<file path="config.mk">
export PLATFORM = sky130hd
export DESIGN_NAME = sync_fifo_ctrl
export DESIGN_NICKNAME = d
export VERILOG_FILES = /design/src/rtl/sync_fifo_ctrl.sv
export SDC_FILE = /design/constraint.sdc
export NUM_CORES = 1
export LEC_CHECK = 0
export CELL_PAD_IN_SITES_DETAIL_PLACEMENT = 1
export CELL_PAD_IN_SITES_GLOBAL_PLACEMENT = 2
export CORE_UTILIZATION = 28
export DETAILED_ROUTE_END_ITERATION = 8
export PLACE_DENSITY = 0.79
export SETUP_SLACK_MARGIN = 0.05
export SYNTH_ARGS = -nofsm -noshare
export SYNTH_HDL_FRONTEND = slang
export SYNTH_SLANG_ARGS = --single-unit
export TNS_END_PERCENT = 1
</file>
<file path="constraint.sdc">
create_clock -name clk -period 3.2 [get_ports clk]
set_input_delay 0.64 -clock clk [delete_from_list [all_inputs] [get_ports clk]]
set_output_delay 0.64 -clock clk [all_outputs]
set_load 0.02 [all_outputs]
</file>
<file path="src/rtl/sync_fifo_ctrl.sv">
// rtl/sync_fifo_ctrl.sv - pointer/flag controller for a single-clock FIFO over a dual-port RAM
// Optional sticky overflow/underflow outputs are enabled by defining SYNC_FIFO_ERR_FLAGS_EN.
module sync_fifo_ctrl #(
  parameter int DEPTH    = 64,
  parameter int AF_LEVEL = 56,
  parameter int AE_LEVEL = 8
) (
  input  logic                     clk,
  input  logic                     rst_n,
  input  logic                     clr,
  input  logic                     wr_req,
  input  logic                     rd_req,
  output logic                     ram_wen,
  output logic                     ram_ren,
  output logic [$clog2(DEPTH)-1:0] ram_wr_addr,
  output logic [$clog2(DEPTH)-1:0] ram_rd_addr,
  output logic                     rd_valid,
  output logic                     full,
  output logic                     empty,
  output logic                     almost_full,
  output logic                     almost_empty,
  output logic [$clog2(DEPTH):0]   count
`ifdef SYNC_FIFO_ERR_FLAGS_EN
  ,
  output logic                     overflow,
  output logic                     underflow
`endif
);

  localparam int ADDR_W = $clog2(DEPTH);
  localparam int PTR_W  = ADDR_W + 1;

  localparam logic [PTR_W-1:0] ONE      = PTR_W'(1);
  localparam logic [PTR_W-1:0] FULL_CNT = PTR_W'(DEPTH);
  localparam logic [PTR_W-1:0] AF_CNT   = PTR_W'(AF_LEVEL);
  localparam logic [PTR_W-1:0] AE_CNT   = PTR_W'(AE_LEVEL);

  logic [PTR_W-1:0] wr_ptr;
  logic [PTR_W-1:0] rd_ptr;
  logic [PTR_W-1:0] count_q;
  logic             rd_valid_q;
  logic             push_ok;
  logic             pop_ok;

  // Flags come from the count register alone so no request input reaches them combinationally.
  assign full         = (count_q == FULL_CNT);
  assign empty        = (count_q == '0);
  assign almost_full  = (count_q >= AF_CNT);
  assign almost_empty = (count_q <= AE_CNT);
  assign count        = count_q;
  assign rd_valid     = rd_valid_q;

  assign push_ok = wr_req & ~full  & ~clr & rst_n;
  assign pop_ok  = rd_req & ~empty & ~clr & rst_n;

  assign ram_wen     = push_ok;
  assign ram_ren     = pop_ok;
  assign ram_wr_addr = wr_ptr[ADDR_W-1:0];
  assign ram_rd_addr = rd_ptr[ADDR_W-1:0];

  always_ff @(posedge clk) begin
    if (!rst_n || clr) begin
      wr_ptr     <= '0;
      rd_ptr     <= '0;
      count_q    <= '0;
      rd_valid_q <= 1'b0;
    end else begin
      if (push_ok) wr_ptr <= wr_ptr + ONE;
      if (pop_ok)  rd_ptr <= rd_ptr + ONE;
      if (push_ok && !pop_ok)      count_q <= count_q + ONE;
      else if (pop_ok && !push_ok) count_q <= count_q - ONE;
      // Mirrors the RAM's one-cycle registered read.
      rd_valid_q <= pop_ok;
    end
  end

`ifdef SYNC_FIFO_ERR_FLAGS_EN
  always_ff @(posedge clk) begin
    if (!rst_n || clr) begin
      overflow  <= 1'b0;
      underflow <= 1'b0;
    end else begin
      if (wr_req && full)  overflow  <= 1'b1;
      if (rd_req && empty) underflow <= 1'b1;
    end
  end
`endif

endmodule

</file>
* Word level (Yosys, flattened, before mapping) *
Cells that the tools add are included.

word-level totals
  flip-flop bits (word level) = 22
  bits of input ports = 5
  logic and storage cells = 30

cells by class
  add/subtract/negate cells = 4
  $lt $le $gt $ge = 2
  equality and inequality tests = 1
  muxes and demuxes = 2
  bitwise logic cells = 9
  reductions and logical operators = 8

operators by type and width
  kind                 number
  $add 7x1->7 const B  3
  $mux 7               2
  $eq 7x7->1 const B   1
  $ge 7x6->1 const B   1
  $le 7x4->1 const B   1
  $logic_not 7->1      1
  $sub 7x1->7 const B  1
  $and 1x1->1          6
  $logic_not 1->1      3
  $not 1->1            3
  $logic_and 1x1->1    2
  $reduce_bool 2->1    1
  $logic_or 1x1->1     1

* Logic depth before layout (Yosys ltp) *
Gate-level depths: netlist of run 1.

  depth in word-level cells = 9
  gate-level depth with buffers = 12

* Worst setup path after synthesis of run 1 *
No wires, ideal clock.

  kind = in2reg
  from = input clr
  to = register count_q[6] (netlist: count[6])
  data arrival time = 3.097 ns
  data required time = 3.082 ns
  setup slack = -0.015 ns
  stages on the path = 11
  buffers on the path = 2
  cell sequence = nand2b_1 -> clkbuf_1 -> buf_1 -> nor2_1 -> ha_1 -> inv_1 -> ha_1 -> o21ai_1 -> or4_1 -> o221a_2 -> mux2i_1

on the way
  cells in the longest elaborated chain, start to end = 6
  elaborated cells on any way between the ends = 12
  classes of those cells = mux: 1; bitwise: 5; reduce/logical: 6

ends and longest elaborated chain
  element                             RTL line  source
  from (decl)                         10        input logic clr,
  $not 1->1 (*)                       53        assign push_ok = wr_req & ~full & ~clr & rst_n;
  $and 1x1->1 (*) (2 in series)       53
  via ram_wen                         13        output logic ram_wen,
  $logic_not 1->1                     71        else if (pop_ok && !push_ok) count_q <= count_q - ONE;
  $logic_and 1x1->1                   71
  $reduce_bool 2->1 (no source line)  n/a
  to (signal assigned)                70        if (push_ok && !pop_ok) count_q <= count_q + ONE;
  to (signal assigned)                71
  to (decl)                           40        logic [PTR_W-1:0] count_q;

Mark *: on every way through the listed nets, which the timed path passes. The rest lies on a longest branch.
A chain may end at the register's enable or synchronous reset.

* Final worst setup path of run 1 *
  from = register count_q[6] (netlist: count[6])
  to = register count_q[6] (netlist: count[6])

on the way
  cells in the longest elaborated chain, start to end = 8
  elaborated cells on any way between the ends = 19
  classes of those cells = add/sub: 2; eq/ne: 1; mux: 2; bitwise: 8; reduce/logical: 6

ends and longest elaborated chain
  element                                                              RTL line
  $eq 7x7->1 / $logic_not 7->1 (equally long branches)                 46, 47
  $not 1->1 (on tied branches)                                         53, 54
  $and 1x1->1 (on tied branches) (3 in series)                         53, 54
  $logic_not 1->1 (on tied branches)                                   71, 70
  $logic_and 1x1->1 (on tied branches)                                 71, 70
  $reduce_bool 2->1 (no source line) / $mux 7 (equally long branches)  n/a

Several ways; a longest one is shown, not always the timed one. The select of a mux whose other input is x is not followed.

==> results of run 1 <==
[area by class of cell]
class	count	area, µm²	share of cell area [%]
Clock buffer	4	55.1	3.31
Inverter	3	11.3	0.677
Multi-Input combinational cell	104	751	45.1
Sequential cell	20	400	24.1
Tap cell	50	62.6	3.76
Timing Repair Buffer	41	383	23.0
[metal layers]
metal	vias up	share of wire [%]
li1	558	-
met1	537	45
met3	5	3.7
met2	27	49
met5	-	0
met4	0	1.5
[power groups by stage]
stage / Combinational, mW / Sequential, mW / Clock (mW)
2_1_floorplan: 0.0820 / 0.274 / 0
3_3_place_gp: 0.144 / 0.267 / 0
3_5_place_dp: 0.146 / 0.267 / 0
4_1_cts: 0.147 / 0.261 / 0.204
5_1_grt: 0.159 / 0.262 / 0.220
6_report: 0.148 / 0.262 / 0.193
[worst max-delay path by stage]
stage	to	slack (ns)	depth (start not counted)
finish	count[6]$_SDFFE_PP0P_	0.26	10
global route	count[6]$_SDFFE_PP0P_	0.13	10
global placement	count[6]$_SDFFE_PP0P_	0.14	10
detailed placement	count[6]$_SDFFE_PP0P_	0.09	11
floorplan	count[6]$_SDFFE_PP0P_	0.08	12
CTS	count[6]$_SDFFE_PP0P_	0.16	11
[through the flow]
| stage | worst slack [ns] | hold slack, ns | power [mW] | instance area, µm² |
|---|---|---|---|---|
| 2_1_floorplan | 0.0767 | 0.551 | 0.356 | 1180 |
| 3_3_place_gp | 0.142 | 0.461 | 0.411 | 1600 |
| 3_5_place_dp | 0.0881 | 0.482 | 0.413 | 1600 |
| 4_1_cts | 0.161 | 0.494 | 0.612 | 1660 |
| 5_1_grt | 0.129 | 0.528 | 0.642 | 1660 |
| 6_report | 0.259 | 0.487 | 0.602 | 1660 |
[sequential cells by signal (all words and copies together) (netlist names)]
| signal | count |
|---|---|
| count | 7 |
| rd_ptr | 6 |
| wr_ptr | 6 |
| rd_valid | 1 |
[cell usage in the layout, fill, tap and decap left out, types with 2 or more instances in the layout]
cell type	count
xnor2_1	6
or3_2	2
nor2_1	17
buf_4	11
a21oi_1	7
o21ai_0	2
o211ai_1	2
inv_1	3
clkbuf_8	4
nor3_1	3
o31ai_1	3
nor2_2	2
ha_1	8
o21ai_4	2
or3b_2	2
xor2_1	6
and2_1	2
nand4_1	4
a211oi_1	5
a21o_1	2
mux2i_1	4
or4_1	3
clkdlybuf4s50_1	30
nand2_1	5
dfxtp_1	20
nand3_1	4
nand2b_1	2
[critical path, cell delays in order (launching register included)]
cell and delay [ns]:
dfxtp_1 0.50, or3b_2 0.54, o21ai_4 0.21, nor2_2 0.07
ha_1 0.21, inv_1 0.19, ha_1 0.26, o21ai_1 0.11
or4_1 0.50, o221a_2 0.14, mux2i_1 0.11
[kinds of logic after synthesis]
| logic type | count (synthesis) | share of synthesized area [%] |
|---|---|---|
| AO/OA/AOI/OAI | 28 | 17.8 |
| XOR/XNOR | 12 | 8.92 |
| buffers and inverters | 7 | 2.87 |
| flip-flops | 20 | 34.0 |
| AND/OR/NAND/NOR | 51 | 22.8 |
| multiplexers | 4 | 3.40 |
| adder cells (fa/ha/maj) | 9 | 10.2 |
==> metrics.md, run 1 <==
| Metric | Value |
|---|---|
| Asr flop ratio synth | `0%` |
| Required @ worst endpoint | `between 3 and 4 ns` |
| Via density | `a little over 5` |
| CP Launch Type | `register` |
| Die Ht | `about 67 µm` |
| Fillers | `~470` |
| CTS Buf Count | `3` |
| Post-DP HPWL | `around 2400 µm` |
| Reg-to-Reg Start | `count[6]$_SDFFE_PP0P_` |
| Max Buffers Root-to-Sink | `2` |
| Worst Hold End | `rd_ptr[5]$_SDFFE_PP0P_` |
| Worst-path clk slew | `~0.080 ns` |
| # port buffers | `30` |
| Slew headroom | `between 30% and 40%` |
| Final period util | `between 90% and 100%` |
| Area of the die | `4470 µm²` |
| Grt total ovfl | `0` |
| Met1 Usage GRT | `19.4%` |
| Most common cell in the netlist | `dfxtp_1` |
| Post-Synthesis Cells | `131` |
| Hold Crit Start | `rd_ptr[5]$_SDFFE_PP0P_` |
| Skew final | `approximately 0.0085 ns` |
| Actual slew at the worst max-slew pin | `0.906 ns` |
| CTS tree | `built` |
| Critical path class | `reg2reg` |
| First-pass DRT Iterations | `4` |
| Worst Reg-to-Reg Cells | `10` |
| Post-synth EDFFs | `0` |
| Critical Path Start | `count[6]$_SDFFE_PP0P_` |
| Wire length per cell | `between 10 and 15 µm` |
| Max VDD drop | `~0.12 mV` |
| Area growth syn-to-layout | `41.1%` |
| HP Class | `reg2reg` |
| Synth Register Bits | `20` |
| Combinational share of power | `24.5%` |
| Worst Setup End Kind | `register` |
| Post_cts resized | `0` |
| Final min period | `roughly 2.9 ns` |
| Hold path depth | `2` |
| Vias in the first global route | `around 1100` |
| First-pass GRT wire length | `around 5200 µm` |
| CTS sink cnt | `20` |
| Top cells by area, synth | `dfxtp_1 34%, ha_1 8.5%, nor2_1 5.7%` |
| H-tree depth | `1` |
| Worst Path Max Fanout | `8` |
| PwrDens | `362 nW/µm²` |
| Clock Power Share | `around 32%` |
| RSZ-0062 raised after global routing | `no` |
| GRT Overall Usage | `15.7%` |
| Synth area leader | `dfxtp_1` |
| Largest net degree at the start of global routing | `14` |
| Total number of yosys warnings | `0` |
| Mapped cell area | `around 1200 µm²` |
| Worst Path Arrival | `3.10 ns` |
| Max-slew violations | `0` |
| Synth unique cells | `37` |
| N_diodes | `0` |
| Number of core rows | `23` |
| Internal | `0.432 mW` |
| Status | `complete, no violations` |
| Placer congestion estimate | `around 0.9` |
| GRT busiest layer | `met2` |
| Final ANT Viol Nets | `0` |
| Share of cells above drive strength 1 | `between 15 and 20%` |
| Synth top area share | `34.0%` |
| Starting DRT DRC Count | `23` |
| Post-CTS Setup Repair Bufs | `0` |
| DRT Wirelength | `between 3000 and 4000 µm` |
| Fin cells | `between 200 and 250` |
| R2R setup slack | `between 0.2 and 0.3 ns` |
| Syn Area/Cell | `9.00 µm²` |
| Grt met2 use | `roughly 26%` |
| GR Util met3 | `approximately 3.4%` |
| DR vias | `between 1000 and 1500` |
| Io pins | `31` |
| Clock Latency Late Sink | `approximately 0.26 ns` |
| Syn Nets | `145` |
| Synth Flop Type | `dfxtp_1` |
| Clock tree root buffer cell | `clkbuf_8` |
| Util after Layout | `41.3%` |
| Drt drc | `0` |
| Core ar. | `approximately 4000 µm²` |
| Final setup viols | `0` |
| Placed cells | `between 200 and 250` |
| FMAX | `approximately 0.34 GHz` |
| Initial Utilization | `between 20% and 30%` |
| # Max-Cap Violations | `0` |
| Reg-to-Reg End | `count[6]$_SDFFE_PP0P_` |
| Leak pwr | `roughly 0.63 nW` |
| Die width | `between 60 and 70 µm` |
| Antenna violations before repair | `0` |
| Fin. Hold Viols | `0` |
| Setup TNS | `0 ns` |
| CTS Hold Bufs | `0` |
| Sequential power share | `between 40% and 50%` |
| Final nets | `187` |
| NetSw | `0.170 mW` |
| Synth top cells by count | `20 x dfxtp_1, 18 x nor2_1, 8 x ha_1` |
| Seq/Total Area, Yosys | `34.0%` |
| Sw Share | `28.2%` |
No activity file was read; power rests on OpenSTA's default activity.
==> run 2, diff against run 1 <==
--- a/config.mk
+++ b/config.mk
@@ -7,9 +7,10 @@
 export LEC_CHECK = 0
 export CELL_PAD_IN_SITES_DETAIL_PLACEMENT = 1
 export CELL_PAD_IN_SITES_GLOBAL_PLACEMENT = 2
-export CORE_UTILIZATION = 28
+export CORE_UTILIZATION = 36
 export DETAILED_ROUTE_END_ITERATION = 8
-export PLACE_DENSITY = 0.79
+export DONT_BUFFER_PORTS = 1
+export PLACE_DENSITY = 0.77
 export SETUP_SLACK_MARGIN = 0.05
 export SYNTH_ARGS = -nofsm -noshare
 export SYNTH_HDL_FRONTEND = slang
==> run 2 against run 1 <==
  * Sequential cell count is the same
  * Global-route usage grew 2.3 points
  * Fmax down 2.0%
  * Clock power fell by 22%
  * Via count down 9.2%
  * Worst hold slack improved by 0.083 ns
  * Design area decreased by 19%
  * Combinational power fell by 21%
  * Sequential power hardly changed
  * Critical endpoint unchanged
==> metrics.md, run 2 (synthesis results as in run 1) <==
| Metric | Value |
|---|---|
| Fillers | `391` |
| DR top layer | `met4` |
| Clock Latency Late Sink | `0.30 ns` |
| CTS sink cnt | `20` |
| Antenna violations before repair | `0` |
| Required @ worst endpoint | `roughly 3.4 ns` |
| # port buffers | `0` |
| Io pins | `31` |
| Commonest non-fill, non-tap cell in the layout | `dfxtp_1` |
| Placed cells | `184` |
| First-pass GRT wire length | `4620 µm` |
| Clock tree root buffer cell | `clkbuf_4` |
| Actual slew at the worst max-slew pin | `roughly 0.85 ns` |
| DR vias | `1023` |
| Post-CTS Setup Repair Bufs | `0` |
| HP Class | `in2reg` |
| CTS Hold Bufs | `0` |
| Die width | `59.2 µm` |
| Skew final | `a little over 0.003 ns` |
| Met3 wire len | `102 µm` |
| H-tree depth | `1` |
| FMAX | `approximately 0.33 GHz` |
| Wire length per cell | `15.5 µm` |
| Family with the most delay on the worst path | `compound AO/OA/AOI/OAI gates` |
| Max-slew violations | `0` |
| WP buf/inv | `2` |
| Wire length on met2 | `around 1500 µm` |
| Slowest CP cell | `or4_4` |
| Metal-1 WL | `roughly 1200 µm` |
| Drt drc | `0` |
| Leak pwr | `0.531 nW` |
| CP peak stage delay | `around 0.6 ns` |
| Vias in the first global route | `roughly 1000` |
| GRT Overall Usage | `18.0%` |
| Area growth syn-to-layout | `14.7%` |
| # Max-Cap Violations | `0` |
| DRT Wirelength | `~3000 µm` |
| Worst hold slack | `approximately 0.57 ns` |
| Post-DP HPWL | `between 2000 and 2500 µm` |
| Largest net degree at the start of global routing | `12` |
| Worst-path clk slew | `0.11 ns` |
| Die Ht | `59.2 µm` |
| Starting DRT DRC Count | `14` |
| Post_cts resized | `0` |
| Largest register FFs | `7` |
| Area of the die | `between 3000 and 4000 µm²` |
| Max Buffers Root-to-Sink | `2` |
| Via density | `approximately 5.4` |
| Critical path, cell by cell | `or4_4 > o21ai_4 > nor2_1 > inv_1 > ha_1 > inv_1 > fa_1 > a211oi_1 > nor2_1 > o221a_2 > mux2i_1` |
| Critical path class | `reg2reg` |
| CTS tree | `built` |
| PwrDens | `around 400 nW/µm²` |
| Fin. Hold Viols | `0` |
| Final min period | `about 3.0 ns` |
| Slew headroom | `between 40% and 50%` |
| Initial Utilization | `around two fifths` |
| Setup TNS | `0 ns` |
| Final setup viols | `0` |
| Final ANT Viol Nets | `0` |
| CTS Buf Count | `3` |
| Final nets | `159` |
| CP Launch Type | `register` |
| Worst Setup End Kind | `register` |
| N_diodes | `0` |
| Status | `complete, no violations` |
| Placer congestion estimate | `between 0.8 and 0.9` |
| Core ar. | `3080 µm²` |
| First-pass DRT Iterations | `4` |
| Grt total ovfl | `0` |
| Fin cells | `188` |
| Max VDD drop | `roughly 0.10 mV` |
| RSZ-0062 raised after global routing | `no` |
| Number of core rows | `20` |
| Worst Path Arrival | `approximately 3.2 ns` |
| Share of cells above drive strength 1 | `between 20% and 30%` |
| Commonest cells after routing, fill and taps aside | `20 x dfxtp_1, 17 x nor2_1, 13 x buf_4` |
| Worst Path Max Fanout | `6` |
| Final period util | `around 94%` |
==> run 2: changes by cell type in the layout (fill, tap and decap cells not counted) <==
cell and delta:
clkdlybuf4s50_1 -30, clkbuf_4 +3, clkbuf_8 -3, buf_4 +2
==> run 2: worst register-to-register path: cells and delay by family (launching register included) <==
| family | cells | cell delay, ns |
|---|---|---|
| buffers and inverters | 2 | 0.22 |
| AND/OR/NAND/NOR | 3 | 0.78 |
| multiplexers | 1 | 0.11 |
| adder cells (fa/ha/maj) | 2 | 0.67 |
| flip-flops | 1 | 0.33 |
| AO/OA/AOI/OAI | 3 | 0.80 |
==> run 2: area by class of cell <==
| cell class | instances | area [µm²] | area share (%) |
|---|---|---|---|
| multi-input combinational | 104 | 751 | 55.6 |
| tap | 44 | 55.1 | 4.07 |
| clock buffer | 4 | 36.3 | 2.69 |
| sequential | 20 | 400 | 29.6 |
| timing repair buffer | 13 | 97.6 | 7.22 |
| inverter | 3 | 11.3 | 0.833 |
==> run 2: routing by layer <==
layer,track usage (%),vias to the layer above
met4,9.52,0
li1,-,505
met5,0,-
met1,20.0,488
met2,32.3,24
met3,3.28,6
==> run 2: stage by stage <==
| step | util [%] | cell area, µm² | setup WS (ns) | total power, mW |
|---|---|---|---|---|
| after detailed placement | 42.6 | 1310 | 0.0785 | 0.384 |
| after floorplan | - | 1180 | 0.0767 | 0.356 |
| final | 43.9 | 1350 | 0.199 | 0.529 |
| after CTS | 43.8 | 1350 | 0.0582 | 0.536 |
| after global placement | 42.6 | 1310 | 0.177 | 0.381 |
| after global routing | 43.9 | 1350 | 0.0587 | 0.562 |
==> run 2: final timing paths <==
path                                from  slack, ns  cells after the start                     end
hold reg to reg   rd_ptr[5]$_SDFFE_PP0P_       0.59                      2  rd_ptr[5]$_SDFFE_PP0P_
hold / removal                    rd_req       0.57                      3     rd_valid$_SDFF_PP0_
setup / recovery   count[0]$_SDFFE_PP0P_       0.20                     11   count[6]$_SDFFE_PP0P_
setup reg to reg   count[0]$_SDFFE_PP0P_       0.20                     11   count[6]$_SDFFE_PP0P_
==> run 2: where the power goes <==
group	switching [mW]	internal, mW	leakage (nW)
registers	0.00760	0.254	0.162
clock network	0.0804	0.0695	0.0210
logic	0.0722	0.0452	0.348
